**config.mk**
```make
export PLATFORM = sky130hd
export DESIGN_NAME = sumdiff_ctrl
export DESIGN_NICKNAME = d
export VERILOG_FILES = /design/src/rtl/sumdiff_ctrl.sv
export SDC_FILE = /design/constraint.sdc
export NUM_CORES = 1
export LEC_CHECK = 0
export ABC_AREA = 0
export CORE_ASPECT_RATIO = 1.5
export CORE_MARGIN = 10
export CORE_UTILIZATION = 45
export CTS_CLUSTER_DIAMETER = 50
export DETAILED_ROUTE_END_ITERATION = 10
export PLACE_DENSITY = 0.84
export SYNTH_ARGS = -nofsm -noshare
export SYNTH_HDL_FRONTEND = slang
export SYNTH_SLANG_ARGS = --single-unit
```
**constraint.sdc**
```tcl
create_clock -name clk -period 3.98 [get_ports clk]
set_input_delay 0.796 -clock clk [delete_from_list [all_inputs] [get_ports clk]]
set_output_delay 0.796 -clock clk [all_outputs]
set_load 0.02 [all_outputs]
```
**src/rtl/sumdiff_ctrl.sv**
```systemverilog
// sumdiff_ctrl: arbitrates a sum requester (A+B) and a difference requester
// (A-B) onto one shared combinational adder, returning tagged, registered
// results on a single response channel.
// Difference is formed as A + (~B + 1); the negation is done here.
// Optional build macro: SUMDIFF_SAT_EN -- saturate rsp_result on overflow.
// Without it rsp_result is the wrapped two's-complement adder output.

module sumdiff_ctrl #(
    parameter int unsigned WIDTH  = 6,
    parameter int unsigned SETTLE = 1
) (
    input  logic             clk,
    input  logic             rst,

    input  logic             sum_valid,
    output logic             sum_ready,
    input  logic [WIDTH-1:0] sum_a,
    input  logic [WIDTH-1:0] sum_b,

    input  logic             dif_valid,
    output logic             dif_ready,
    input  logic [WIDTH-1:0] dif_a,
    input  logic [WIDTH-1:0] dif_b,

    output logic [WIDTH-1:0] add_inA,
    output logic [WIDTH-1:0] add_inB,
    input  logic [WIDTH-1:0] add_sum,
    input  logic             add_of,

    output logic             rsp_valid,
    input  logic             rsp_ready,
    output logic [WIDTH-1:0] rsp_result,
    output logic             rsp_of,
    output logic             rsp_op,

    output logic             busy
);

    localparam int unsigned MSB   = WIDTH - 1;
    localparam int unsigned CNT_W = 4;

    localparam logic [CNT_W-1:0] SETTLE_CNT = CNT_W'(SETTLE);
    localparam logic [CNT_W-1:0] CNT_ONE    = CNT_W'(1);
    localparam logic [WIDTH-1:0] ONE        = WIDTH'(1);
`ifdef SUMDIFF_SAT_EN
    localparam logic [WIDTH-1:0] MAX_POS    = {1'b0, {(WIDTH-1){1'b1}}};
    localparam logic [WIDTH-1:0] MAX_NEG    = {1'b1, {(WIDTH-1){1'b0}}};
`endif

    typedef enum logic [1:0] {
        IDLE = 2'd0,
        EXEC = 2'd1,
        DONE = 2'd2
    } state_t;

    state_t           state;
    logic             ptr_dif;     // 0: sum requester has priority, 1: difference
    logic [CNT_W-1:0] settle_cnt;
    logic             op_q;        // 0 = sum, 1 = difference
    logic             op_b_msb_q;  // sign of the original (un-negated) subtrahend

    logic             grant_sum;
    logic             grant_dif;
    logic [WIDTH-1:0] neg_dif_b;
    logic             of_c;
    logic [WIDTH-1:0] result_c;

    // Round-robin grant; a lone requester always wins.
    always_comb begin
        grant_sum = 1'b0;
        grant_dif = 1'b0;
        if (sum_valid && (!dif_valid || !ptr_dif)) begin
            grant_sum = 1'b1;
        end else if (dif_valid) begin
            grant_dif = 1'b1;
        end
    end

    // Ready only in IDLE and never during the reset cycle.
    assign sum_ready = (state == IDLE) && !rst && grant_sum;
    assign dif_ready = (state == IDLE) && !rst && grant_dif;

    // Two's-complement negation of the subtrahend (wraps for the most negative value).
    assign neg_dif_b = (~dif_b) + ONE;

    // Overflow and (optionally saturated) result from the current adder output.
    always_comb begin
        of_c     = add_of;
        result_c = add_sum;
        if (op_q) begin
            of_c = (add_inA[MSB] != op_b_msb_q) && (add_sum[MSB] != add_inA[MSB]);
        end
`ifdef SUMDIFF_SAT_EN
        if (of_c) begin
            result_c = add_inA[MSB] ? MAX_NEG : MAX_POS;
        end
`endif
    end

    // Sequencer: accept, hold adder inputs for SETTLE cycles, present result.
    always_ff @(posedge clk) begin
        if (rst) begin
            state      <= IDLE;
            ptr_dif    <= 1'b0;
            settle_cnt <= '0;
            op_q       <= 1'b0;
            op_b_msb_q <= 1'b0;
            add_inA    <= '0;
            add_inB    <= '0;
            rsp_valid  <= 1'b0;
            rsp_result <= '0;
            rsp_of     <= 1'b0;
            rsp_op     <= 1'b0;
            busy       <= 1'b0;
        end else begin
            case (state)
                IDLE: begin
                    if (dif_ready) begin
                        add_inA    <= dif_a;
                        add_inB    <= neg_dif_b;
                        op_q       <= 1'b1;
                        op_b_msb_q <= dif_b[MSB];
                        ptr_dif    <= 1'b0;
                        settle_cnt <= CNT_ONE;
                        busy       <= 1'b1;
                        state      <= EXEC;
                    end else if (sum_ready) begin
                        add_inA    <= sum_a;
                        add_inB    <= sum_b;
                        op_q       <= 1'b0;
                        op_b_msb_q <= sum_b[MSB];
                        ptr_dif    <= 1'b1;
                        settle_cnt <= CNT_ONE;
                        busy       <= 1'b1;
                        state      <= EXEC;
                    end
                end
                EXEC: begin
                    if (settle_cnt >= SETTLE_CNT) begin
                        rsp_result <= result_c;
                        rsp_of     <= of_c;
                        rsp_op     <= op_q;
                        rsp_valid  <= 1'b1;
                        state      <= DONE;
                    end else begin
                        settle_cnt <= settle_cnt + CNT_ONE;
                    end
                end
                DONE: begin
                    if (rsp_ready) begin
                        rsp_valid <= 1'b0;
                        busy      <= 1'b0;
                        state     <= IDLE;
                    end
                end
                default: begin
                    rsp_valid <= 1'b0;
                    busy      <= 1'b0;
                    state     <= IDLE;
                end
            endcase
        end
    end

endmodule

```
==> run metrics, run 1 <==
Peak Freq=308 MHz; Synth Cell Area=1440 um^2; Post-synth EDFFs=0; share of layout cells above drive strength 1=0.0727; sequential power share=0.437; WL final=4.08 mm; leading area contributor after synthesis=dfxtp_1; CP max FO=13; die area=5900 um^2; largest net degree at the start of global routing=32; Die W=66.1 um; Iter 0 DRT Violations=36; 1st-pass router iterations=5; CTS buffer count=5; CTS tree=yes; crit path kind=primary input to output port; Int Power=0.000579 W; cts hold-fix bufs=0; wire per inst=15.7 um; num rows=25; Multi-input gate area=726 um^2; gpl congestion=0.788; status=completed; Post-synth top cells=dfxtp_1, nor2_1, nand2_1; measured slew at the worst slew-check pin=567 ps; Root Driver=clkbuf_8; # setup viols final=0; startpoint types=primary input; Final TNS setup=0 ps; headroom to the max-slew limit=0.620; top cells by area, synth=dfxtp_1, nor2_1, nand2_1; cells after synthesis=163; pwr dens=386 nW/um^2; count leader, synth=dfxtp_1; fill count=266; initial antenna violation count=0; switching share of power=0.288; setup repair after global routing missed its margin=false; Post-CTS Setup Bufs=0; Overflow after GRT=0; Combinational Power Share=0.257; minimum clock period=3250 ps; number of vias per cell=5.27; die height=89.2 um; antenna cells=0; Worst VDD drop=0.259 mV; Final #Nets=260; clock skew=6.86 ps; H-Tree Depth=2; first-pass GRT wire length=6.38 mm; Slew Limit Fails=0; Max Root-Sink Buffers=2; sw power=0.000234 W; PnR worst setup slack=729 ps; clk sink count=31; average instance area after synthesis=8.81 um^2; Setup crit end kind=output port; Post-DP HPWL=3.18 mm; Synth-to-Final Area Change=46.8%; DR DRC count=0; Async S/R FF share, synth=0; Port Buffers=59; clk_lat worst skew=280 ps; Critical Path RT=3180 ps; top cell type's share of synthesized area=0.432; Primary FF master, synth=dfxtp_1; Final Hold Viols=0; Hold WC Path Type=register to register; post_cts resized=0; clk slew on worst S/H paths=60 ps; Initial Util=0.459; period utilization=0.817; gr usage total=0.142; vias=1369; I/O pin total=60; crit path DAT=2450 ps; clock power share=0.306; ANT nets after route=0; DP Worst Slack=720 ps; Post-DP Area=2020 um^2; library cells used by synthesis=39; MaxCap Viol Count=0; core area=3130 um^2; post-route cell area=2110 um^2; leakage=0.791 nW; syn_nets=203; post-synthesis sequential area ratio=0.432; vias in the first global route=1319; Synth Warn #=0; Yosys reg bits=31; Sequential Area=621 um^2
[metrics by stage]
| step | hold WS, ps | utilization | power [W] | instances |
|---|---|---|---|---|
| finish | 461 | 0.674 | 0.000813 | 260 |
| CTS | 462 | 0.674 | 0.000819 | 260 |
| global placement | 447 | 0.646 | 0.000569 | 253 |
| global route | 490 | 0.674 | 0.000852 | 260 |
| detailed placement | 453 | 0.646 | 0.000573 | 253 |
| floorplan | 456 | - | 0.000480 | 163 |
[flip-flops by register name, summed over array words and instances, names as in the netlist]
name and cells:
settle_cnt 4, add_inA 6, rsp_valid 1, rsp_of 1, busy 1, ptr_dif 1
op_q 1, rsp_result 6, state 2, add_inB 6, rsp_op 1, op_b_msb_q 1
[routing by layer]
metal,GRT usage,wire (um),vias to the layer above
li1,-,-,679
met1,0.136,1490,647
met2,0.258,2260,33
met3,0.0464,201,10
met4,0.0784,126,0
met5,0,0,-
[power by group through the flow]
| stage | clock network [W] | registers (W) | logic (W) |
|---|---|---|---|
| global placement | 0 | 0.000361 | 0.000208 |
| detailed placement | 0 | 0.000362 | 0.000211 |
| global route | 0.000266 | 0.000358 | 0.000228 |
| floorplan | 0 | 0.000378 | 0.000101 |
| CTS | 0.000251 | 0.000355 | 0.000212 |
| finish | 0.000248 | 0.000355 | 0.000209 |
[cells in the final DEF, fill, tap and decap left out, types with 2 or more instances in the layout]
cell type / Yosys / routed
nand2_1: 22 / 22
ha_1: 4 / 4
a311oi_1: 6 / 6
nand2b_1: 4 / 4
xnor2_1: 2 / 2
nor3_1: 4 / 4
mux2i_1: 7 / 7
nand3_1: 2 / 2
clkdlybuf4s50_1: 0 / 59
a211oi_1: 3 / 3
o21ai_0: 2 / 2
nor2_1: 28 / 28
inv_1: 4 / 4
clkbuf_8: 0 / 6
buf_4: 1 / 2
dfxtp_1: 31 / 31
a222oi_1: 3 / 3
a21oi_1: 10 / 10
[kinds of logic (layout without fill, tap and decap cells)]
kind of cell	count (synthesis)	count (layout)	synth area share
buffers and inverters	16	73	0.0627
AOI/OAI and AO/OA	32	32	0.167
and+or+nand+nor	70	70	0.236
muxes	7	7	0.0488
DFF	31	31	0.432
adders and majority gates	4	4	0.0348
xor gates and xnor gates	3	3	0.0183
[area by class of cell]
| cell class | count | share of cell area |
|---|---|---|
| Tap cell | 40 | 0.0237 |
| Sequential cell | 31 | 0.294 |
| Clock inverter | 1 | 0.00237 |
| Clock buffer | 6 | 0.0392 |
| Multi-Input combinational cell | 116 | 0.344 |
| Timing Repair Buffer | 61 | 0.287 |
| Inverter | 5 | 0.00890 |
[critical path: stages]
cell             delay, ps
clkdlybuf4s50_1        460
nor3_4                 180
nand3_1                140
inv_2                  220
clkdlybuf4s50_1        650
[path summary, 6_finish.rpt]
path	from	to	slack (ps)	cells after the start
setup / recovery	rst	dif_ready	730	5
hold / removal	rsp_of$_SDFFE_PP0P_	rsp_of$_SDFFE_PP0P_	460	2
setup reg to reg	state[0]$_SDFFE_PP0P_	state[0]$_SDFFE_PP0P_	2320	4
hold reg to reg	rsp_of$_SDFFE_PP0P_	rsp_of$_SDFFE_PP0P_	460	2
Power figures use the tool's default switching activity.
==> inputs of run 2 (changes only) <==
--- a/config.mk
+++ b/config.mk
@@ -8,10 +8,10 @@
 export ABC_AREA = 0
 export CORE_ASPECT_RATIO = 1.5
 export CORE_MARGIN = 10
-export CORE_UTILIZATION = 45
+export CORE_UTILIZATION = 38
 export CTS_CLUSTER_DIAMETER = 50
 export DETAILED_ROUTE_END_ITERATION = 10
-export PLACE_DENSITY = 0.84
+export PLACE_DENSITY = 0.75
 export SYNTH_ARGS = -nofsm -noshare
 export SYNTH_HDL_FRONTEND = slang
 export SYNTH_SLANG_ARGS = --single-unit
==> constraint.sdc (replaced) <==
create_clock -name clk -period 2.9 [get_ports clk]
set_input_delay 0.58 -clock clk [delete_from_list [all_inputs] [get_ports clk]]
set_output_delay 0.58 -clock clk [all_outputs]
set_load 0.02 [all_outputs]
==> run metrics, run 2 (synthesis gave the netlist of run 1 again) <==
HP Start=busy$_SDFFE_PP0P_; vias in the first global route=1340; clock skew=6.59 ps; Post-CTS Setup Bufs=0; Synth-to-Final Area Change=50.7%; most common cell after layout, fill and taps aside=clkdlybuf4s50_1; Cell Chain, Critical Path=clkdlybuf4s50_1 -> nor3_4 -> and3_1 -> clkdlybuf4s50_1; Sequential Area=621 um^2; ANT nets after route=0; clk_lat worst skew=280 ps; I/O pin total=60; leakage=0.821 nW; Multi-input gate area=726 um^2; PnR worst setup slack=262 ps; DR DRC count=0; top flop regs=add_inA (6), add_inB (6), rsp_result (6); largest net degree at the start of global routing=32; CP max stage delay=620 ps; CP dominant cell by count=clkdlybuf4s50_1; Max Root-Sink Buffers=2; antenna cells=0; gr usage total=0.120; Final #Nets=263; Overflow after GRT=0; period utilization=0.910; CP max FO=4; CTS buffer count=5; launch point of the worst reg-to-reg path=state[0]$_SDFFE_PP0P_; Critical Path RT=2320 ps; CTS tree=yes; Reg2Reg Depth=5; Iter 0 DRT Violations=47; 1st-pass router iterations=5; Initial Util=0.394; H-Tree Depth=2; slowest CP cell=clkdlybuf4s50_1; Hold WC Path Type=register to register; Worst VDD drop=0.318 mV; WP depth=4; die height=95.3 um; Final TNS setup=0 ps; number of vias per cell=5.10; cts hold-fix bufs=0; commonest cells after routing, fill and taps aside=clkdlybuf4s50_1, dfxtp_1, nor2_1; WL final=4.00 mm; Port Buffers=59; initial antenna violation count=0; share of layout cells above drive strength 1=0.0893; vias=1363; Crit Reg-Reg Endpoint=add_inB[0]$_SDFFE_PP0P_; startpoint types=primary input; core area=3650 um^2; # setup viols final=0; Crit path max-delay family=buffers and inverters; headroom to the max-slew limit=0.563; num rows=27; minimum clock period=2640 ps; die area=6690 um^2; wire per inst=15.0 um; Final Hold Viols=0; pwr dens=562 nW/um^2; gpl congestion=0.792; flop-to-flop setup slack=1200 ps; setup repair after global routing missed its margin=false; Setup crit end kind=output port; post_cts resized=0; Post-DP HPWL=3.11 mm; crit path kind=primary input to output port; Slew Limit Fails=0; fill count=329; crit path DAT=2060 ps; Peak Freq=379 MHz; clk sink count=31; Hold Crit Depth=2; measured slew at the worst slew-check pin=651 ps; Total Power=0.00122 W; clk slew on worst S/H paths=70 ps; Die W=70.2 um; Root Driver=clkbuf_8; DP Worst Slack=254 ps; Hold EP=busy$_SDFFE_PP0P_; MaxCap Viol Count=0; status=completed; first-pass GRT wire length=6.47 mm; CP bufs+invs=2
-- run 2: cell count changes in the layout (fill, tap and decap cells not counted), sizes merged --
cell    delta
buf        +3
bufinv     +1
-- run 2: final cells by class --
type	count	area share
timing repair buffer	64	0.290
tap	43	0.0249
clock buffer	6	0.0382
inverter	5	0.00867
sequential	31	0.287
clock inverter	2	0.0162
multi-input combinational	116	0.335
-- run 2: how the worst max path moves through the flow --
stage          startpoint        end
3_3_place_gp          rst  dif_ready
3_5_place_dp          rst  sum_ready
5_1_grt               rst  sum_ready
4_1_cts               rst  sum_ready
6_report              rst  sum_ready
2_1_floorplan         rst  sum_ready
-- run 2: worst register-to-register path: stages (launching register included) --
cell      delay [ps]
dfxtp_1          400
nor3_4           260
and2b_1          490
buf_4            210
nor2_1            40
a311oi_1         220
-- run 2: power by group --
part | switching (W) | total [W] | internal (W) | leakage, nW
sequential | 0.0000260 | 0.000488 | 0.000462 | 0.254
combinational | 0.000140 | 0.000291 | 0.000151 | 0.505
clock | 0.000160 | 0.000438 | 0.000278 | 0.0612
total | 0.000326 | 0.00122 | 0.000890 | 0.821
-- run 2: per-stage QoR --
stage | instances | hold WS [ps] | util | area (um^2)
global placement | 259 | 444 | 0.561 | 2050
CTS | 267 | 461 | 0.593 | 2160
detailed placement | 259 | 451 | 0.561 | 2050
global route | 267 | 493 | 0.593 | 2160
floorplan | 163 | 456 | - | 1440
finish | 267 | 458 | 0.593 | 2160
-- run 2: routing by layer --
metal / GRT usage / vias to the layer above / wire [um] / share of wire
met4: 0.0743 / 0 / 103 / 0.026
met1: 0.125 / 630 / 1510 / 0.38
li1: - / 688 / - / -
met5: 0 / - / 0 / 0
met2: 0.209 / 37 / 2210 / 0.55
met3: 0.0353 / 8 / 182 / 0.045
==> inputs of run 3 (changes only) <==
--- a/config.mk
+++ b/config.mk
@@ -9,7 +9,9 @@
 export CORE_ASPECT_RATIO = 1.5
 export CORE_MARGIN = 10
 export CORE_UTILIZATION = 38
+export CTS_BUF_LIST = sky130_fd_sc_hd__clkbuf_16
 export CTS_CLUSTER_DIAMETER = 50
+export CTS_CLUSTER_SIZE = 14
 export DETAILED_ROUTE_END_ITERATION = 10
 export PLACE_DENSITY = 0.75
 export SYNTH_ARGS = -nofsm -noshare
==> run metrics, run 3 (synthesis gave the netlist of run 1 again) <==
launch point of the worst reg-to-reg path=state[0]$_SDFFE_PP0P_; PnR worst setup slack=253 ps; Setup crit end kind=output port; die area=6690 um^2; Initial Util=0.394; most common cell after layout, fill and taps aside=clkdlybuf4s50_1; clk slew on worst S/H paths=50 ps; sequential power share=0.359; post_cts resized=0; Int Power=0.00101 W; Overflow after GRT=0; met1 wire length=1.54 mm; crit path launch=rst; Synth-to-Final Area Change=53.9%; uppermost layer routed=met4; clk_lat worst skew=280 ps; Slew Limit Fails=0; Worst VDD drop=0.425 mV; share of layout cells above drive strength 1=0.0848; MaxCap Viol Count=0; headroom to the max-slew limit=0.556; sw power=0.000347 W; commonest cells after routing, fill and taps aside=clkdlybuf4s50_1, dfxtp_1, nor2_1; 1st-pass router iterations=6; WL met3=185 um; DP Worst Slack=254 ps; Post-CTS Setup Bufs=0; Port Buffers=59; Post-DP HPWL=3.11 mm; Die W=70.2 um; num rows=27; vias in the first global route=1372; switching share of power=0.255; Peak Freq=378 MHz; Hold WC Path Type=register to register; Root Driver=clkbuf_16; first-pass GRT wire length=6.57 mm; CTS tree=yes; H-Tree Depth=2; Critical Path RT=2320 ps; Final Hold Viols=0; wire per inst=15.4 um; leakage=0.841 nW; period utilization=0.913; status=completed; ANT nets after route=0; Final #Nets=263; vias=1402; Combinational Power Share=0.215; crit path kind=primary input to output port; # setup viols final=0; WL final=4.11 mm; I/O pin total=60; DR DRC count=0; top flop regs=add_inA (6), add_inB (6), rsp_result (6); measured slew at the worst slew-check pin=662 ps; gpl congestion=0.792; Iter 0 DRT Violations=66; initial antenna violation count=0; HP Start=busy$_SDFFE_PP0P_; die height=95.3 um; clock power share=0.426; clk sink count=31; cts hold-fix bufs=0; largest net degree at the start of global routing=32; crit path DAT=2070 ps; CP max FO=4; minimum clock period=2650 ps; Max Root-Sink Buffers=2; core area=3650 um^2; gr usage total=0.123; Met2 Wirelength=2.23 mm; pwr dens=615 nW/um^2; antenna cells=0; CTS buffer count=5; number of vias per cell=5.25; startpoint types=primary input; clock skew=7.25 ps; Final TNS setup=0 ps; setup repair after global routing missed its margin=false
[run 3: layout make-up]
class	count	area, um^2
well taps	43	53.8
clock buffers	5	125
repair buffers	64	628
inverters	5	18.8
fillers	321	1440
multi-input cells	116	726
clock inverters	3	38.8
flip-flops and latches	31	621
[run 3: power by group through the flow]
stage          clock network (W)  logic, W  registers (W)
3_5_place_dp                   0  0.000293       0.000497
6_report                0.000579  0.000292       0.000489
3_3_place_gp                   0  0.000290       0.000496
5_1_grt                 0.000612  0.000317       0.000495
2_1_floorplan                  0  0.000139       0.000519
4_1_cts                 0.000590  0.000295       0.000489
[run 3: path summary, 6_finish.rpt]
path	end	slack, ps	cells after the start
worst min register to register	busy$_SDFFE_PP0P_	460	2
worst min-delay path	busy$_SDFFE_PP0P_	460	2
worst max-delay path	sum_ready	250	4
worst max register to register	add_inB[0]$_SDFFE_PP0P_	1190	5
[run 3: routing by layer]
metal	vias up	GRT usage
met4	0	0.0858
li1	691	-
met3	14	0.0385
met2	44	0.212
met5	-	0
met1	653	0.125
[run 3: stage by stage]
step | utilization | hold WS [ps] | instance area, um^2 | power, W | cells
3_3_place_gp | 0.561 | 444 | 2050 | 0.000787 | 259
4_1_cts | 0.606 | 459 | 2210 | 0.00137 | 267
6_report | 0.606 | 456 | 2210 | 0.00136 | 267
3_5_place_dp | 0.561 | 451 | 2050 | 0.000790 | 259
5_1_grt | 0.606 | 491 | 2210 | 0.00142 | 267
2_1_floorplan | - | 456 | 1440 | 0.000659 | 163
[run 3: worst max-delay path: stages]
cell             delay [ps]
clkdlybuf4s50_1         460
nor3_4                  180
and3_1                  220
clkdlybuf4s50_1         620
